[src/rtl/mw_pipe_stage.sv]
// MEM->WB pipeline stage: valid/ready handshake with optional one-entry skid,
// flush, in-stage load extraction and writeback source selection.
module mw_pipe_stage #(
    parameter int XLEN    = 64,
    parameter int PC_W    = 64,
    parameter int SKID_EN = 1
) (
    input  logic            clk,
    input  logic            rst,
    input  logic            valid_M,
    output logic            ready_M,
    input  logic [XLEN-1:0] alu_out_M,
    input  logic [XLEN-1:0] ld_data_M,
    input  logic [PC_W-1:0] current_pc_M,
    input  logic [4:0]      rd_M,
    input  logic            reg_we_M,
    input  logic [1:0]      wb_sel_M,
    input  logic [2:0]      ld_funct3_M,
    input  logic            flush,
    output logic            valid_W,
    input  logic            ready_W,
    output logic [XLEN-1:0] wb_data_W,
    output logic [4:0]      rd_W,
    output logic            reg_we_W,
    output logic [PC_W-1:0] current_pc_W
);

    localparam int OFF_W = (XLEN == 64) ? 3 : 2;
    localparam int PW    = XLEN + 5 + 1 + PC_W;

    logic [OFF_W-1:0] ld_off;
    logic [XLEN-1:0]  ld_shifted;
    logic [XLEN-1:0]  ld_value;
    logic [PC_W-1:0]  pc_sum;
    logic [XLEN-1:0]  pc_plus4;
    logic [XLEN-1:0]  wb_data_next;
    logic [PW-1:0]    in_payload;

    assign ld_off     = alu_out_M[OFF_W-1:0];
    assign ld_shifted = ld_data_M >> {ld_off, 3'b000};

    // Size casts of signed slices do the sign extension; for XLEN=32 the
    // 32-bit cases collapse to the full word automatically.
    always_comb begin
        ld_value = ld_shifted;
        case (ld_funct3_M)
            3'b000:  ld_value = XLEN'($signed(ld_shifted[7:0]));
            3'b001:  ld_value = XLEN'($signed(ld_shifted[15:0]));
            3'b010:  ld_value = XLEN'($signed(ld_shifted[31:0]));
            3'b100:  ld_value = XLEN'(ld_shifted[7:0]);
            3'b101:  ld_value = XLEN'(ld_shifted[15:0]);
            3'b110:  ld_value = XLEN'(ld_shifted[31:0]);
            default: ld_value = ld_shifted;
        endcase
    end

    assign pc_sum   = current_pc_M + PC_W'(4);
    assign pc_plus4 = XLEN'(pc_sum);

    always_comb begin
        case (wb_sel_M)
            2'd1:    wb_data_next = ld_value;
            2'd2:    wb_data_next = pc_plus4;
            default: wb_data_next = alu_out_M;
        endcase
    end

    assign in_payload = {wb_data_next, rd_M, reg_we_M, current_pc_M};

    logic          out_valid_reg, out_valid_next;
    logic [PW-1:0] out_payload_reg, out_payload_next;
    logic          sk_valid;
    logic [PW-1:0] sk_payload;
    logic          accept;
    logic          out_free;

    assign accept   = valid_M & ready_M;
    assign out_free = ~out_valid_reg | ready_W;

    // The skid entry always has priority over new input so order is kept.
    always_comb begin
        out_valid_next   = out_valid_reg;
        out_payload_next = out_payload_reg;
        if (flush) begin
            out_valid_next = 1'b0;
        end else if (out_free) begin
            if (sk_valid) begin
                out_valid_next   = 1'b1;
                out_payload_next = sk_payload;
            end else if (accept) begin
                out_valid_next   = 1'b1;
                out_payload_next = in_payload;
            end else begin
                out_valid_next = 1'b0;
            end
        end
    end

    always_ff @(posedge clk or negedge rst) begin
        if (!rst) begin
            out_valid_reg   <= 1'b0;
            out_payload_reg <= '0;
        end else begin
            out_valid_reg   <= out_valid_next;
            out_payload_reg <= out_payload_next;
        end
    end

    generate
        if (SKID_EN != 0) begin : g_skid
            logic          sk_valid_reg;
            logic [PW-1:0] sk_payload_reg;
            logic          sk_load;
            logic          sk_clear;

            assign sk_load  = ~flush & ~out_free & accept;
            assign sk_clear = flush | (out_free & sk_valid_reg);

            always_ff @(posedge clk or negedge rst) begin
                if (!rst) begin
                    sk_valid_reg   <= 1'b0;
                    sk_payload_reg <= '0;
                end else if (sk_clear) begin
                    sk_valid_reg <= 1'b0;
                end else if (sk_load) begin
                    sk_valid_reg   <= 1'b1;
                    sk_payload_reg <= in_payload;
                end
            end

            assign sk_valid   = sk_valid_reg;
            assign sk_payload = sk_payload_reg;
            assign ready_M    = ~sk_valid_reg;
        end else begin : g_noskid
            assign sk_valid   = 1'b0;
            assign sk_payload = '0;
            assign ready_M    = ready_W | ~out_valid_reg;
        end
    endgenerate

    logic out_we;

    assign {wb_data_W, rd_W, out_we, current_pc_W} = out_payload_reg;
    assign valid_W  = out_valid_reg;
    assign reg_we_W = out_we & out_valid_reg;

endmodule

[config.mk]
export PLATFORM = sky130hd
export DESIGN_NAME = mw_pipe_stage
export DESIGN_NICKNAME = d
export VERILOG_FILES = /design/src/rtl/mw_pipe_stage.sv
export SDC_FILE = /design/constraint.sdc
export NUM_CORES = 1
export LEC_CHECK = 0
export CAP_MARGIN = 20
export CORE_AREA = 3 3 193 195
export CTS_CLUSTER_SIZE = 40
export DETAILED_ROUTE_END_ITERATION = 10
export DIE_AREA = 0 0 196 198
export PLACE_DENSITY_LB_ADDON = 0.15
export SYNTH_ARGS = -nofsm -noshare
export SYNTH_HDL_FRONTEND = slang
export SYNTH_SLANG_ARGS = --single-unit
export TNS_END_PERCENT = 30
[constraint.sdc]
create_clock -name clk -period 2 [get_ports clk]
set_input_delay 0.4 -clock clk [delete_from_list [all_inputs] [get_ports clk]]
set_output_delay 0.4 -clock clk [all_outputs]
set_load 0.02 [all_outputs]
# Word level (Yosys, flattened, before mapping)
# Cells that the tools add are included.
# word_totals
out_inout_bits,136
word_cells,41
reg_bits,270
input_bits,208
# classes
n_bitwise,12
n_addsub,1
reduce_logical,6
shifts,1
mux,10
eq_ne,7
# ops
cell,count
case mux 64 bit (6 select lines),1
two-way mux 134 bit,2
case mux 64 bit (2 select lines),1
"adder 64 x 3 -> 64 bit, second input constant",1
right shift 64 x 6 -> 64 bit,1
"equality test 3 bit, second input constant",3
two-way mux 1 bit,6
nonzero test 2 bit,3
AND 1 bit,5
NOT 1 bit,5
"equality test 3 x 1 -> 1 bit, second input constant",1
"equality test 3 x 2 -> 1 bit, second input constant",1
zero test 3 bit,1
AND reduction 3 bit,1
"equality test 2 x 1 -> 1 bit, second input constant",1
"equality test 2 bit, second input constant",1
bitwise OR 1 bit,2
AND reduction 2 bit,1

# Longest topological paths before layout
# Gate-level depths: netlist (run 1).
# logic_depth
word_depth,7
ltp_mapped,12
ltp_nobuf,9

# Worst setup path after synthesis (run 1)
# OpenSTA, ideal clock, no wires.
# synth_timing
kind,in2reg
from,input alu_out_M[0]
to,register out_payload_reg[75]
path_slack_ns,-0.367
arrival_time_ns,2.230
path_stages,9
t_required_ns,1.863
cell_sequence,buf_4 buf_4 buf_6 mux2_2 mux4_2 a221oi_1 nor3_1 a21oi_1 a21oi_1
# synth_between
elab_chain_cells,5
# synth_rtl
item,line_no,source
"start, declared",12,"input logic [XLEN-1:0] alu_out_M,"
right shift 64 x 6 -> 64 bit,40,"assign ld_shifted = ld_data_M >> {ld_off, 3'b000};"
case mux 64 bit (6 select lines),46,case (ld_funct3_M)
case mux 64 bit (2 select lines),61,case (wb_sel_M)
two-way mux 134 bit,90,end else if (accept) begin
two-way mux 134 bit,87,if (sk_valid) begin
"end signal, assigned",105,out_payload_reg <= out_payload_next;
"end, declared",71,"logic [PW-1:0] out_payload_reg, out_payload_next;"
# No other way between the ends. The select of a mux whose other input is x is not followed.
# A chain may end at the register's enable or synchronous reset.

# Final worst setup path (run 1)
# layout_timing
from,input ld_data_M[60]
to,register g_skid.sk_payload_reg[106]
# layout_between
elab_chain_cells,3
# layout_rtl
item,line_no,source
"start, declared",13,"input logic [XLEN-1:0] ld_data_M,"
right shift 64 x 6 -> 64 bit,40,
case mux 64 bit (6 select lines),46,
case mux 64 bit (2 select lines),61,
"end signal, assigned",127,sk_payload_reg <= in_payload;
"end, declared",112,logic [PW-1:0] sk_payload_reg;
# No other way between the ends.

==> results of run 1 <==
-- path summary, 6_finish.rpt --
check	from	end	slack [ns]	cells past startpoint
min in group asynchronous	rst	out_payload_reg[39]$_DFFE_PN0P_	0.33	2
setup / recovery	ld_data_M[60]	g_skid.sk_payload_reg[106]$_DFFE_PN0P_	0.02	9
hold reg to reg	g_skid.sk_payload_reg[85]$_DFFE_PN0P_	g_skid.sk_payload_reg[85]$_DFFE_PN0P_	0.47	2
setup reg to reg	g_skid.sk_valid_reg$_DFFE_PN0P_	out_payload_reg[26]$_DFFE_PN0P_	0.15	8
hold / removal	current_pc_M[28]	g_skid.sk_payload_reg[28]$_DFFE_PN0P_	0.17	4
max in group asynchronous	rst	out_payload_reg[82]$_DFFE_PN0P_	0.97	3
-- what timing repair did --
item | in CTS | in global routing
hold endpoints to repair | 46 | 0
hold buffers | 1 | 0
setup buffers | 10 | 8
cloned | 3 | 1
pin swaps | 42 | 33
gates resized for setup | 143 | 117
endpoints found under the setup margin | 150 | 118
-- stage by stage --
stage / hold slack, ns / setup WS [ns] / instances / instance area (µm²)
finish: 0.170 / 0.0166 / 2991 / 24500
global placement: 0.376 / -0.952 / 2907 / 22800
detailed placement: 0.377 / -0.955 / 2907 / 22800
floorplan: 0.104 / -0.276 / 2001 / 17200
CTS: 0.261 / 0.000861 / 2979 / 24200
global route: 0.206 / -0.0192 / 2989 / 24500
-- per-layer routing --
metal,vias up,share of wire (%)
met4,2,4.5
met5,-,0.020
li1,7857,-
met2,674,47
met1,8305,42
met3,130,6.3
-- power groups by stage --
stage                     sequential (mW)  clock, mW  combinational [mW]
after detailed placement             7.31          0                5.65
after global placement               7.25          0                5.55
after global routing                 7.35       5.98                6.13
after floorplan                      7.10          0                3.34
final                                7.22       5.69                5.68
after CTS                            7.22       5.75                5.66
-- layout by cell type, fill, tap and decap left out, types with 12 or more instances in the layout --
cell type,synthesis,layout
a31oi_1,22,22
o21ai_1,5,13
nor2_1,120,114
dfrtp_1,270,269
nand3_1,38,33
buf_12,0,35
a22oi_1,17,12
xnor2_1,34,30
o221ai_1,15,13
a21oi_1,88,82
clkbuf_2,0,12
nand4_1,19,19
nand2b_1,13,12
mux2_2,22,21
o211ai_1,19,19
inv_1,21,20
dlygate4sd2_1,0,60
clkdlybuf4s50_1,0,215
o21ai_0,200,192
mux2i_1,118,116
clkbuf_16,0,33
buf_4,139,353
xor2_1,22,20
nand2_1,453,445
and3_1,30,29
dlymetal6s2s_1,0,49
-- final cells by class --
cell class	instances	area, µm²	area share (%)
Inverter	24	96.3	0.393
Clock inverter	11	109	0.444
Tap cell	461	577	2.35
Multi-Input combinational cell	1431	9090	37.1
Timing Repair Buffer	744	6980	28.5
Sequential cell	270	6760	27.5
Clock buffer	47	916	3.73
Antenna cell	3	7.51	0.0306
-- cells by family (layout without fill, tap and decap cells) --
logic type,count (synthesis),after routing,synth area share (%)
AO/OA/AOI/OAI,470,470,17.5
XOR/XNOR,56,56,2.89
adder cells (fa/ha/maj),3,3,0.221
buffers and inverters,300,826,9.94
flip-flops,270,270,39.8
multiplexers,153,153,10.0
other,0,3,0
AND/OR/NAND/NOR,749,749,19.6
-- worst reg2reg max path, cell delays in order, from the launching register on --
cell,delay (ns)
dfrtp_4,0.52
nor2_1,0.16
nor2_1,0.07
buf_4,0.15
nand2_8,0.16
buf_4,0.23
buf_12,0.20
nand2_1,0.11
o21ai_0,0.15
==> results.cfg, run 1 <==
[worst_hold_path]
hold_class = input port to register

[outcome]
run_status = finished clean

[sta]
finalMaxSlewViolations = 0
tightest_slew_ns = 0.662
setup_tns_ns = 0
fin_worst_skew_ns = 0.0260
hold_viol = 0
setup_viol = 0
relSlewSlack_pct = 55.8
fmax_mhz = 504
min_period_over_period_pct = 99.2
finalWorstPathRequiredPeriod_ns = 1.98

[grt]
use_met1_pct = 44.0
grt_max_degree = 98
grt_pass1_wl_um = 101000
antenna_found_initial = 3
grt-ovfl-total = 0
grt-busiest-layer = met2
grt.met2_usage_pct = 55.1
grtUsageTotal_pct = 33.1
grtUsageMet3_pct = 4.66
grt_pass1_vias = 17100

[layout]
fin_nets = 2713
drive_above_1_share_pct = 24.8
synthToLayoutAreaGrowth_pct = 44.6
fillers = 2853
utilization_pct = 69.0

[job]
max_cap_violations = 0

[power]
peakVddDrop_mv = 0.685
switching_share_pct = 32.7
clockPowerShare_pct = 30.6
p_per_area_mw_per_mm2 = 758
total_power_mw = 18.6
p_sw_mw = 6.08
power_frac_comb_pct = 30.6
leakage_nw = 11.6
intPower_mw = 12.5
power_frac_seq_pct = 38.8

[route]
drc = 0
wl_per_cell_um = 22.1
firstDrtPassIters = 6
drtAntennaViolNets = 0
routed_via_density = 5.67
drtIter0Drc = 1353
totalWireLength_um = 66100
vias = 17000

[synthesis]
synth_top_area_share_pct = 39.8
yosys_warnings = 0
async_reset_ff_share_pct = 100
ys.flop_type = dfrtp_1
yosys.area.top_type = dfrtp_1
synth_area_mm2 = 0.0170
ys_seq_elements = 270
synth.most_common_cell = nand2_1
synth_seq_area_share_pct = 39.8
synth_area_leaders = dfrtp_1 (40%), nand2_1 (10%), mux2i_1 (7.0%)
synthTopCellsByCount = nand2_1 (453), dfrtp_1 (270), o21ai_0 (200)
netlist_instances = 2001
syn_avg_cell_area_um2 = 8.48
yosys.cell_types.count = 80
synth_nets = 2212
synth_edf_count = 0

[clock_tree]
path_clk_slew_ns = 0.06
cts_tree = built
clock_sinks = 270
cts_buffers = 31
clock_latency_ns = 0.60
clockBufferDepth = 3
cts_root_buf = clkbuf_16
htree_num_levels = 1

[setup_path]
worstPathMaxFanout = 2
cp_slowest_cell = clkdlybuf4s50_1
critical_path_required_ns = 2.51
path_class = input port to register
worst_ep_arrival_time_ns = 2.49
critical_path.max_stage_delay_ns = 0.51
critPathCaptureType = register
cp-start-kind = input port
crit_family = compound AO/OA/AOI/OAI gates
crit_path_cell_trace = clkdlybuf4s50_1, mux2i_1, buf_4, nand2_1, o21ai_0, buf_4, o21ai_0, a32oi_2, a221oi_2
crit_buf_inv = 3

[die]
die_area_mm2 = 0.0388
die_h_um = 198
design.core.area_mm2 = 0.0356
rows = 69
die_w_um = 196
io_pins = 344
initial_utilization_pct = 47.7

[placement]
routabilityCongestion = 0.992
place_hpwl_um = 50300
port_buffers = 343
(Power assumes the default switching activity.)
==> inputs of run 2 (changes only) <==
GPL_TIMING_DRIVEN = 0   (was default)
==> run 2 against run 1 <==
Compared with the run above:
- the run now ends with negative setup slack left
- core utilization down 3.7 points
- critical path type unchanged
- final area down 5.4%
- sequential cell count unchanged
- setup slack worse by 0.078 ns
- sequential power about the same
- non-clock buffer count down 85
- total power up 2.2%
- die area unchanged
- worst hold slack worse by 0.11 ns
- combinational power up 5.5%
==> results.cfg, run 2 (synthesis results as in run 1) <==
[outcome]
run_status = finished with violations
violations = negative setup slack

[setup_path]
critical_path.max_stage_delay_ns = 0.43
critical_path_required_ns = 2.48
r2r_start = g_skid.sk_valid_reg$_DFFE_PN0P_
path_class = input port to register
worstPathMaxFanout = 8
worst_ep_arrival_time_ns = 2.54
cp_slowest_cell = nor4b_1
r2r-end = out_payload_reg[122]$_DFFE_PN0P_
ff2ff_path_depth = 5
crit_family = simple AND/OR/NAND/NOR gates
crit_buf_inv = 1
critPathCaptureType = register
crit_path_cell_trace = dlygate4sd2_1, nand3_1, nor4b_1, nand4_1, nor2_1, xnor2_1, nand2b_1, a31oi_1
reg2reg_slack_ns = 0.01
cp-start-kind = input port

[power]
leakage_nw = 10.6
p_per_area_mw_per_mm2 = 819
total_power_mw = 19.0
peakVddDrop_mv = 0.764

[layout]
fin_nets = 2628
final_area_mm2 = 0.0232
multi_input_area_mm2 = 0.00937
seqCellArea_mm2 = 0.00676
utilization_pct = 65.3
layoutNonFillerInstCount = 2902
antennaDiodeCount = 0
mostFrequentLayoutCell = nand2_1
fillers = 2972
drive_above_1_share_pct = 30.0
synthToLayoutAreaGrowth_pct = 36.8
final_cell_mix = nand2_1 (444), buf_4 (321), dfrtp_1 (269)

[clock_tree]
clock_latency_ns = 0.58
clock_sinks = 270
cts_root_buf = clkbuf_16
htree_num_levels = 1
cts_tree = built
path_clk_slew_ns = 0.06
clockBufferDepth = 3
cts_buffers = 30

[worst_hold_path]
worstHoldStart = current_pc_M[9]
min_to = g_skid.sk_payload_reg[9]$_DFFE_PN0P_
holdPathStages = 3
hold_class = input port to register

[die]
die_area_mm2 = 0.0388
die_h_um = 198
die_w_um = 196
rows = 69
design.core.area_mm2 = 0.0356
initial_utilization_pct = 47.7
io_pins = 344

[job]
max_cap_violations = 0

[grt]
grt-busiest-layer = met2
grtUsageMet3_pct = 5.17
grtUsageTotal_pct = 36.8
grt_pass1_vias = 17300
use_met1_pct = 49.7
antenna_found_initial = 0
grt_pass1_wl_um = 108000
grt_max_degree = 122
grt.met2_usage_pct = 59.4
grt-ovfl-total = 0

[sta]
fin_worst_skew_ns = 0.0229
setup_viol = 5
fin_ws_ns = -0.0613
rsz0062_at_grt = yes
finalWorstPathRequiredPeriod_ns = 2.06
hold_viol = 0
relSlewSlack_pct = 45.6
finalMaxSlewViolations = 0
min_period_over_period_pct = 103
fmax_mhz = 485
worst_hold_slack_ns = 0.0559
tightest_slew_ns = 0.810

[placement]
place_hpwl_um = 55800
placed_cell_area_mm2 = 0.0212
routabilityCongestion = 1.00
port_buffers = 337
dp.cells = 2801

[route]
vias = 17500
drc = 0
wl_per_cell_um = 25.5
firstDrtPassIters = 7
drtAntennaViolNets = 0
drtIter0Drc = 1744
routed_via_density = 6.01
totalWireLength_um = 74100
==> run 2: final cells by class <==
class                      instances  area share, %
timing repair buffer             390           14.6
clock inverter                    12          0.577
sequential                       270           29.1
tap                              461           2.48
clock buffer                      44           3.89
inverter                          24          0.490
buffer                           269           8.52
multi-input combinational       1432           40.4
==> run 2: stage by stage <==
stage	setup TNS, ns	setup WS (ns)
final	-0.120	-0.0613
after global routing	-1.33	-0.123
after CTS	-1.19	-0.129
after detailed placement	-378.12	-1.92
after global placement	-3316.11	-10.93
after floorplan	-16.67	-0.276
==> run 2: worst max path at each step <==
stage	from	end	slack [ns]	cells past startpoint
3_3_place_gp	rst	g_skid.sk_payload_reg[82]$_DFFE_PN0P_	-10.93	1
3_5_place_dp	wb_sel_M[0]	g_skid.sk_payload_reg[89]$_DFFE_PN0P_	-1.92	8
2_1_floorplan	alu_out_M[0]	g_skid.sk_payload_reg[91]$_DFFE_PN0P_	-0.28	9
6_report	current_pc_M[39]	out_payload_reg[122]$_DFFE_PN0P_	-0.06	8
5_1_grt	current_pc_M[39]	out_payload_reg[124]$_DFFE_PN0P_	-0.12	8
4_1_cts	wb_sel_M[0]	out_payload_reg[90]$_DFFE_PN0P_	-0.13	9
==> run 2: where the power goes <==
part	total [mW]	switching, mW	internal, mW
clock	5.77	2.38	3.39
combinational	5.99	3.27	2.72
sequential	7.25	0.666	6.59
==> run 2: repair_timing <==
action,4_1_cts,5_1_grt
endpoints found under the setup margin,403,227
buffers inserted,30,20
resized for setup,506,177
cloned,1,0
hold buffers,1,0
endpoints found under the hold margin,43,0
pin swaps,29,34
==> run 2: layer usage <==
metal	up-vias	part of all wire (%)
met5	-	0
met4	0	5.1
met3	186	8.4
met2	959	46
met1	8599	40
li1	7709	-
==> run 2: worst reg2reg max path, stage by stage (launching register included) <==
cell,delay (ns)
dfrtp_2,0.49
clkbuf_2,0.39
clkbuf_1,0.52
nor2_1,0.13
a221oi_2,0.21
a31oi_1,0.12
